<file path="src/rtl/scan_flush_arbiter.sv">
// Downlink arbiter for the primary/alternate scanners: grants one side, drives its
// flush until FLUSHING, holds the grant until LOW_PWR, then cools down before re-arbitrating.
module scan_flush_arbiter #(
   parameter int ACK_TIMEOUT = 16,
   parameter int COOL_CYCLES = 4,
   parameter int CNT_W       = 8
) (
   input  logic             clk,
   input  logic             reset,
   input  logic             en,
   input  logic             clr_err,
   input  logic [2:0]       state_a,
   input  logic [7:0]       mem_used_a,
   input  logic [2:0]       state_b,
   input  logic [7:0]       mem_used_b,
   output logic             flush_a,
   output logic             flush_b,
   output logic             grant_a,
   output logic             grant_b,
   output logic             link_busy,
   output logic             err_a,
   output logic             err_b,
   output logic [CNT_W-1:0] flush_cnt_a,
   output logic [CNT_W-1:0] flush_cnt_b
);

   localparam logic [2:0] ST_LOW_PWR  = 3'b000;
   localparam logic [2:0] ST_SCANNING = 3'b010;
   localparam logic [2:0] ST_IDLE     = 3'b011;
   localparam logic [2:0] ST_FLUSHING = 3'b100;

   localparam int TMAX = (ACK_TIMEOUT > COOL_CYCLES) ? ACK_TIMEOUT : COOL_CYCLES;
   localparam int TW   = $clog2(TMAX) + 1;

   typedef enum logic [2:0] {IDLE, REQ_A, XFER_A, REQ_B, XFER_B, COOL} fsm_t;

   fsm_t            fsm, fsm_nxt;
   logic [TW-1:0]   timer, timer_nxt;
   logic            last_b, last_b_nxt;
   logic            req_a, req_b;
   logic            set_err_a, set_err_b, inc_a, inc_b;

   function automatic logic [CNT_W-1:0] sat_inc(input logic [CNT_W-1:0] v);
      return (&v) ? v : v + 1'b1;
   endfunction

   assign req_a = ((state_a == ST_SCANNING) && (mem_used_a >= 8'd80)) || (state_a == ST_IDLE);
   assign req_b = ((state_b == ST_SCANNING) && (mem_used_b >= 8'd80)) || (state_b == ST_IDLE);

   always_ff @(posedge clk) begin
      if (reset) begin
         fsm         <= IDLE;
         timer       <= '0;
         last_b      <= 1'b1;
         err_a       <= 1'b0;
         err_b       <= 1'b0;
         flush_cnt_a <= '0;
         flush_cnt_b <= '0;
      end else begin
         fsm    <= fsm_nxt;
         timer  <= timer_nxt;
         last_b <= last_b_nxt;
         // a timeout in the same cycle as clr_err leaves the error set
         err_a  <= set_err_a | (err_a & ~clr_err);
         err_b  <= set_err_b | (err_b & ~clr_err);
         if (inc_a) flush_cnt_a <= sat_inc(flush_cnt_a);
         if (inc_b) flush_cnt_b <= sat_inc(flush_cnt_b);
      end
   end

   always_comb begin
      fsm_nxt    = fsm;
      timer_nxt  = timer;
      last_b_nxt = last_b;
      set_err_a  = 1'b0;
      set_err_b  = 1'b0;
      inc_a      = 1'b0;
      inc_b      = 1'b0;
      case (fsm)
         IDLE: begin
            if (en && (req_a || req_b)) begin
               timer_nxt = '0;
               // on equal occupancy the side that did not win last time goes first
               if (req_a && (!req_b || (mem_used_a > mem_used_b) ||
                             ((mem_used_a == mem_used_b) && last_b))) begin
                  fsm_nxt    = REQ_A;
                  last_b_nxt = 1'b0;
               end else begin
                  fsm_nxt    = REQ_B;
                  last_b_nxt = 1'b1;
               end
            end
         end
         REQ_A: begin
            if (state_a == ST_FLUSHING) begin
               fsm_nxt = XFER_A;
            end else if (timer == TW'(ACK_TIMEOUT - 1)) begin
               fsm_nxt   = COOL;
               timer_nxt = '0;
               set_err_a = 1'b1;
            end else begin
               timer_nxt = timer + TW'(1);
            end
         end
         REQ_B: begin
            if (state_b == ST_FLUSHING) begin
               fsm_nxt = XFER_B;
            end else if (timer == TW'(ACK_TIMEOUT - 1)) begin
               fsm_nxt   = COOL;
               timer_nxt = '0;
               set_err_b = 1'b1;
            end else begin
               timer_nxt = timer + TW'(1);
            end
         end
         XFER_A: begin
            if (state_a == ST_LOW_PWR) begin
               fsm_nxt   = COOL;
               timer_nxt = '0;
               inc_a     = 1'b1;
            end
         end
         XFER_B: begin
            if (state_b == ST_LOW_PWR) begin
               fsm_nxt   = COOL;
               timer_nxt = '0;
               inc_b     = 1'b1;
            end
         end
         COOL: begin
            if (timer == TW'(COOL_CYCLES - 1)) begin
               fsm_nxt   = IDLE;
               timer_nxt = '0;
            end else begin
               timer_nxt = timer + TW'(1);
            end
         end
         default: begin
            fsm_nxt   = IDLE;
            timer_nxt = '0;
         end
      endcase
   end

   assign flush_a   = (fsm == REQ_A);
   assign flush_b   = (fsm == REQ_B);
   assign grant_a   = (fsm == REQ_A) || (fsm == XFER_A);
   assign grant_b   = (fsm == REQ_B) || (fsm == XFER_B);
   assign link_busy = grant_a || grant_b || (fsm == COOL);

endmodule

</file>
<file path="config.mk">
export PLATFORM = sky130hd
export DESIGN_NAME = scan_flush_arbiter
export DESIGN_NICKNAME = d
export VERILOG_FILES = /design/src/rtl/scan_flush_arbiter.sv
export SDC_FILE = /design/constraint.sdc
export NUM_CORES = 1
export LEC_CHECK = 0
export BUFFER_PORTS_ARGS = -buffer_cell sky130_fd_sc_hd__buf_2
export CAP_MARGIN = 25
export CORE_ASPECT_RATIO = 1.5
export CORE_MARGIN = 4
export CORE_UTILIZATION = 50
export CTS_CLUSTER_SIZE = 28
export DETAILED_ROUTE_END_ITERATION = 12
export PLACE_DENSITY = 0.76
export SLEW_MARGIN = 15
export SYNTH_ARGS = -nofsm -noshare
export SYNTH_HDL_FRONTEND = slang
export SYNTH_SLANG_ARGS = --single-unit
</file>
<file path="constraint.sdc">
create_clock -name clk -period 2 [get_ports clk]
set_input_delay 0.1 -clock clk [delete_from_list [all_inputs] [get_ports clk]]
set_output_delay 0.1 -clock clk [all_outputs]
set_load 0.01 [all_outputs]
</file>
# [Word level (Yosys, flattened, before mapping)]
# Cells that the tools add are included.
[op_classes] add_sub_neg=3 mul=0 n_div=0 order_cmp=3 n_eq_ne=20 shift=0 mux=27 bitwise_logic=7 reduce_logical=25
[ops] op="5-bit 2-to-1 mux" count=7
[ops] op="5-bit case mux with 6 select lines" count=1
[ops] op="3-bit 2-to-1 mux" count=7
[ops] op="3-bit by 2-bit == test with 1-bit output (second input constant)" count=6
[ops] op="3-bit case mux with 6 select lines" count=1
[ops] op="8-bit by 1-bit adder with 8-bit output (second input constant)" count=2
[ops] op="8-bit by 7-bit >= comparator with 1-bit output (second input constant)" count=2
[ops] op="8-bit AND reduction" count=2
[ops] op="3-bit == test (second input constant)" count=4
[ops] op="2-bit != test (second input constant)" count=6
[ops] op="1-bit 2-to-1 mux" count=10
[ops] op="3-bit logical NOT" count=3
[ops] op="1-bit logical OR" count=9
[ops] op="8-bit == test" count=1
[ops] op="8-bit > comparator" count=1
[ops] op="2-bit AND reduction" count=3
[ops] op="5-bit by 1-bit adder with 5-bit output (second input constant)" count=1
[ops] op="5-bit by 2-bit == test with 1-bit output (second input constant)" count=1
[ops] op="5-bit by 4-bit == test with 1-bit output (second input constant)" count=1
[ops] op="1-bit logical AND" count=5
[ops] op="5-bit AND reduction" count=1
[ops] op="4-bit AND reduction" count=1
[ops] op="3-bit by 1-bit == test with 1-bit output (second input constant)" count=1
[ops] op="1-bit NOT" count=3
[ops] op="other kinds (4)" count=6
[totals] regBits=27 latchBits=0 ram_bits=0 rom_bits=0 inputBits=26 out_inout_bits=23 word_cells=92 memories=0

# [Longest topological paths before layout]
[depth] depth_word=10 mapped_depth=8 mapped_depth_nobuf=8

# [Least setup slack after synthesis]
# OpenSTA, ideal clock, no wires.
[synth_path] kind="register to register" startpoint="register timer[0]" endpoint="register timer[2]" setup_time_ps=69 arrival_ps=1614 required_time_ps=1931 setup_slack_ps=317 path_stages_with_launch=9 period_less_slack_ps=1683 path_cell_list="dfxtp_1 > ha_1 > nand3_1 > inv_1 > ha_1 > o22a_1 > nor4_1 > a31oi_1 > o21ai_1"
[synth_via] elab_chain_len=4
[synth_lines] element="start: declaration" line="38" source="logic [TW-1:0] timer, timer_nxt;"
[synth_lines] element="start signal: assignment" line="61" source="timer <= timer_nxt;"
[synth_lines] element="5-bit by 1-bit adder with 5-bit output or 5-bit by 4-bit == test with 1-bit output (tied branches)"
[synth_lines] element="5-bit 2-to-1 mux" line="97, 108"
[synth_lines] element="5-bit 2-to-1 mux (on tied branches)" line="106, 95"
[synth_lines] element="5-bit case mux with 6 select lines *" line="79" source="case (fsm)"
# Mark *: on every way between the ends. The rest lies on a longest branch, timed or not. The select of a mux whose other input is x is not followed.
# A chain may end at the register's enable or synchronous reset.

# [Worst setup path after layout]
[layout_path] startpoint="register fsm[0]" endpoint="register timer[1]"
[layout_via] elab_chain_len=3
[layout_lines] element="start: declaration" line="37" source="fsm_t fsm, fsm_nxt;"
[layout_lines] element="start signal: assignment" line="60" source="fsm <= fsm_nxt;"
[layout_lines] element="3-bit by 2-bit == test with 1-bit output, or another cell as far along" line="79"
[layout_lines] element="2-bit != test (no source line)"
[layout_lines] element="5-bit AND reduction (no source line)"
# Parallel ways exist; a longest one is shown, timed or not.

==> results by group <==
Final layout
  – # diodes: 0
  – Area growth, synth to finish: 20.4%
  – Layout cell share with drive strength beyond 1: a little under a quarter
  – Final instance area: roughly 2200 um^2
  – Nets: 325
  – Final core utilization: a little under two thirds

Floorplanning
  – Starting Density: 52.8%
  – Core area: around 3500 um^2
  – Die ar.: between 4000 and 5000 um^2
  – IO Pins: 49
  – DIE HEIGHT: just over 80 um
  – Chip width: 57.5 um
  – # rows: 26

Global route
  – Number of global-route vias before repair: between 1500 and 2000
  – GR Overflow Total: 0
  – GRT Resource Usage Total: approximately 18%
  – First-pass GRT wire length: 6920 um
  – Initial antenna violation count: 0
  – Largest net degree at the start of global routing: 31

Setup path
  – Arr. time, crit path: a little under 2 ns
  – Worst Path Class, Setup: flip-flop to flip-flop
  – Reg2Reg Depth: 5
  – R2R setup slack: 0.19 ns
  – CP Capture Type: flip-flop
  – Data required, critical path: between 2 and 2.5 ns
  – FF-to-FF End: timer[1]
  – Worst Setup Start Kind: flip-flop
  – Worst-path maximum fanout: 9
  – RR Startpoint: fsm[0]

Synthesis
  – Compound-Gate Fraction of Synth Area: a little under a fifth
  – FF+latch count, synth: 27
  – Largest family of logic cells by synthesized area: simple AND/OR/NAND/NOR gates
  – Post-Syn Instances: approximately 230
  – Syn_nets: 271
  – Ys flop type: dfxtp_1
  – Synth cell types: between 50 and 60
  – Post-synthesis adder-cell area fraction: under 10%
  – Simple logic cell fraction of the synthesized area: 30.2%
  – Mux cell area share after synthesis: 1.63%
  – Post-synth EDFFs: 0
  – Synthesized cell area: 1840 um^2
  – Synth Area per Inst: between 7 and 8 um^2
  – Ys async rst share: 0%
  – Xor and xnor area share after synthesis: about 6.2%
  – Register area share after synthesis: 29.4%
  – Yosys Warn Count: 0

Clocking
  – CTS max path bufs: 2
  – Clk_lat worst skew: 0.27 ns
  – Post-CTS setup buffers: 0
  – CTS tree: yes
  – Clk pin slew, worst setup/hold paths: 0.09 ns
  – Clk sinks: 27
  – H-tree lvl count: 1
  – TritonCTS Buffers: 3
  – Root Buffer Master: clkbuf_8

Timing
  – Final hold violation count: 0
  – Hold slack: approximately 0.095 ns
  – Max Clk Rate: between 0.5 and 0.6 GHz
  – Final setup violating endpoints: 0
  – Post-route clock period utilization: 90.4%
  – Layout Skew: between 0.005 and 0.006 ns
  – RSZ-0062 raised after global routing: no
  – Setup_tns: 0 ns
  – Worst-margin pin slew: between 0.5 and 0.6 ns
  – Pins Over Slew Limit: 0
  – Shortest period the worst path allows: approximately 1.8 ns
  – Worst Slack Setup Final: between 0.15 and 0.2 ns
  – Rel. slew slack: about 64%

Power
  – Part of the power in registers: roughly 36%
  – Switch Pwr: between 600 and 700 uW
  – Maximum vdd drop: ~0.00055 V
  – P_leak: between 0.0009 and 0.001 uW
  – P_int: 1110 uW
  – Pwr Density: between 800 and 900 nW/um^2
  – Combinational share of power: 47.1%
  – Switching portion of total power: 38.4%
  – Clock share of power: 17.2%

Route
  – Top Layer Used: met4
  – Via-to-Cell Ratio: 5.44
  – Pre-antenna DRT Iters: 4
  – M1 WL: between 1500 and 2000 um
  – Post-route ant nets: 0
  – Routed wire length: 4070 um
  – DRC viols: 0
  – DRT iter0 DRCs: 33
  – Met2 WL: between 2000 and 2500 um
  – DR WL met3: about 240 um
  – Vias: ~1800
  – Post-detailed-route wirelength per cell: roughly 12 um

Worst hold path
  – Sink of the worst hold path: err_a
  – Worst Hold Class: input pin to flip-flop
  – Min-delay src: clr_err
  – Hold path cells: 3

Job
  – MaxCap Viol Count: 0

Status
  – Status: complete, no violations

Placement
  – Pre-CTS setup slack: 0.220 ns
  – PortBufs: 48
  – Cell area after placement: 2160 um^2
  – RD Place Congestion: around 0.8
  – Dpl hpwl: 3230 um
synthesized netlist by cell type, types with 2 or more instances:
cell type / count / share of area, %
nor2b_1: 2 / 0.68
nand3_1: 15 / 4.1
xnor2_1: 6 / 2.9
nor2_1: 27 / 5.5
inv_1: 18 / 3.7
o21ai_1: 2 / 0.54
or3b_2: 2 / 0.95
or3_1: 4 / 1.4
o21ai_0: 9 / 2.5
a21o_1: 2 / 0.82
and2_1: 2 / 0.68
nor4_1: 2 / 0.68
xor2_1: 7 / 3.3
o211ai_1: 2 / 0.82
nor3b_1: 2 / 0.82
a211oi_1: 4 / 1.6
clkbuf_1: 5 / 1.0
dfxtp_1: 27 / 29
nand2_1: 11 / 2.2
nand4_1: 5 / 1.7
or3b_1: 2 / 0.95
a31oi_1: 2 / 0.68
a21oi_1: 14 / 3.8
nor3_1: 9 / 2.5
ha_1: 13 / 8.8
mux2i_1: 3 / 1.6
nand2b_1: 11 / 3.7
area by class of cell:
| type | count | area [um^2] |
|---|---|---|
| well taps | 42 | 52.6 |
| fillers | 329 | 1270 |
| repair buffers | 55 | 293 |
| clock inverters | 1 | 5.00 |
| inverters | 18 | 67.6 |
| multi-input cells | 181 | 1210 |
| clock buffers | 3 | 41.3 |
| flip-flops and latches | 27 | 541 |
cells in the final DEF, fill, tap and decap left out, types with 3 or more instances in the layout:
cell       n
a211oi_1   4
a21oi_1   14
buf_2     48
buf_4      7
clkbuf_8   3
dfxtp_1   27
ha_1      13
inv_1     18
mux2i_1    3
nand2_1   11
nand2b_1  11
nand3_1   15
nand4_1    5
nor2_1    27
nor3_1     9
o21ai_0    9
or3_1      4
xnor2_1    6
xor2_1     7
worst max path at each step:
stage | from | to | slack (ns)
floorplan | timer[0] | timer[2] | 0.32
global placement | timer[0] | timer[2] | 0.26
detailed placement | timer[0] | timer[2] | 0.22
CTS | timer[0] | timer[2] | 0.19
global route | timer[0] | timer[2] | 0.07
finish | fsm[0] | timer[1] | 0.19
critical path: stages, from the launching register on:
cell and delay (ns):
dfxtp_1 0.49, or3b_1 0.42, o22ai_1 0.39, or2_1 0.19, nor2_1 0.09, mux2i_1 0.12
timing repair:
action	4_1_cts	5_1_grt
setup endpoints to repair	0	2
gates resized for setup	0	1
hold buffers	0	0
logic make-up after synthesis:
logic type,Yosys count
AOI/OAI and AO/OA,49
DFF,27
muxes,3
xor gates and xnor gates,13
buffers and inverters,24
adders and majority gates,13
and+or+nand+nor,103
metal layers:
metal  vias to the layer above  global-route usage, %
li1                        933                      -
met1                       795                   21.6
met2                        48                   31.9
met3                         4                   2.18
met4                         0                   6.03
met5                         -                      0
sequential cells by signal, summed over array words and instances (netlist names):
register	flops
flush_cnt_b	8
err_a	1
err_b	1
last_b	1
fsm	3
flush_cnt_a	8
timer	5
stage by stage:
stage               cells  total power, uW
finish                327             1810
floorplan             232             1220
CTS                   327             1810
detailed placement    323             1500
global placement      323             1490
global route          327             1940
power groups by stage:
stage | Clock [uW] | Combinational [uW] | Sequential (uW)
6_report | 310 | 851 | 645
5_1_grt | 337 | 945 | 657
4_1_cts | 315 | 848 | 644
3_5_place_dp | 0 | 844 | 657
3_3_place_gp | 0 | 841 | 652
2_1_floorplan | 0 | 581 | 635
Power figures use the tool's default switching activity.
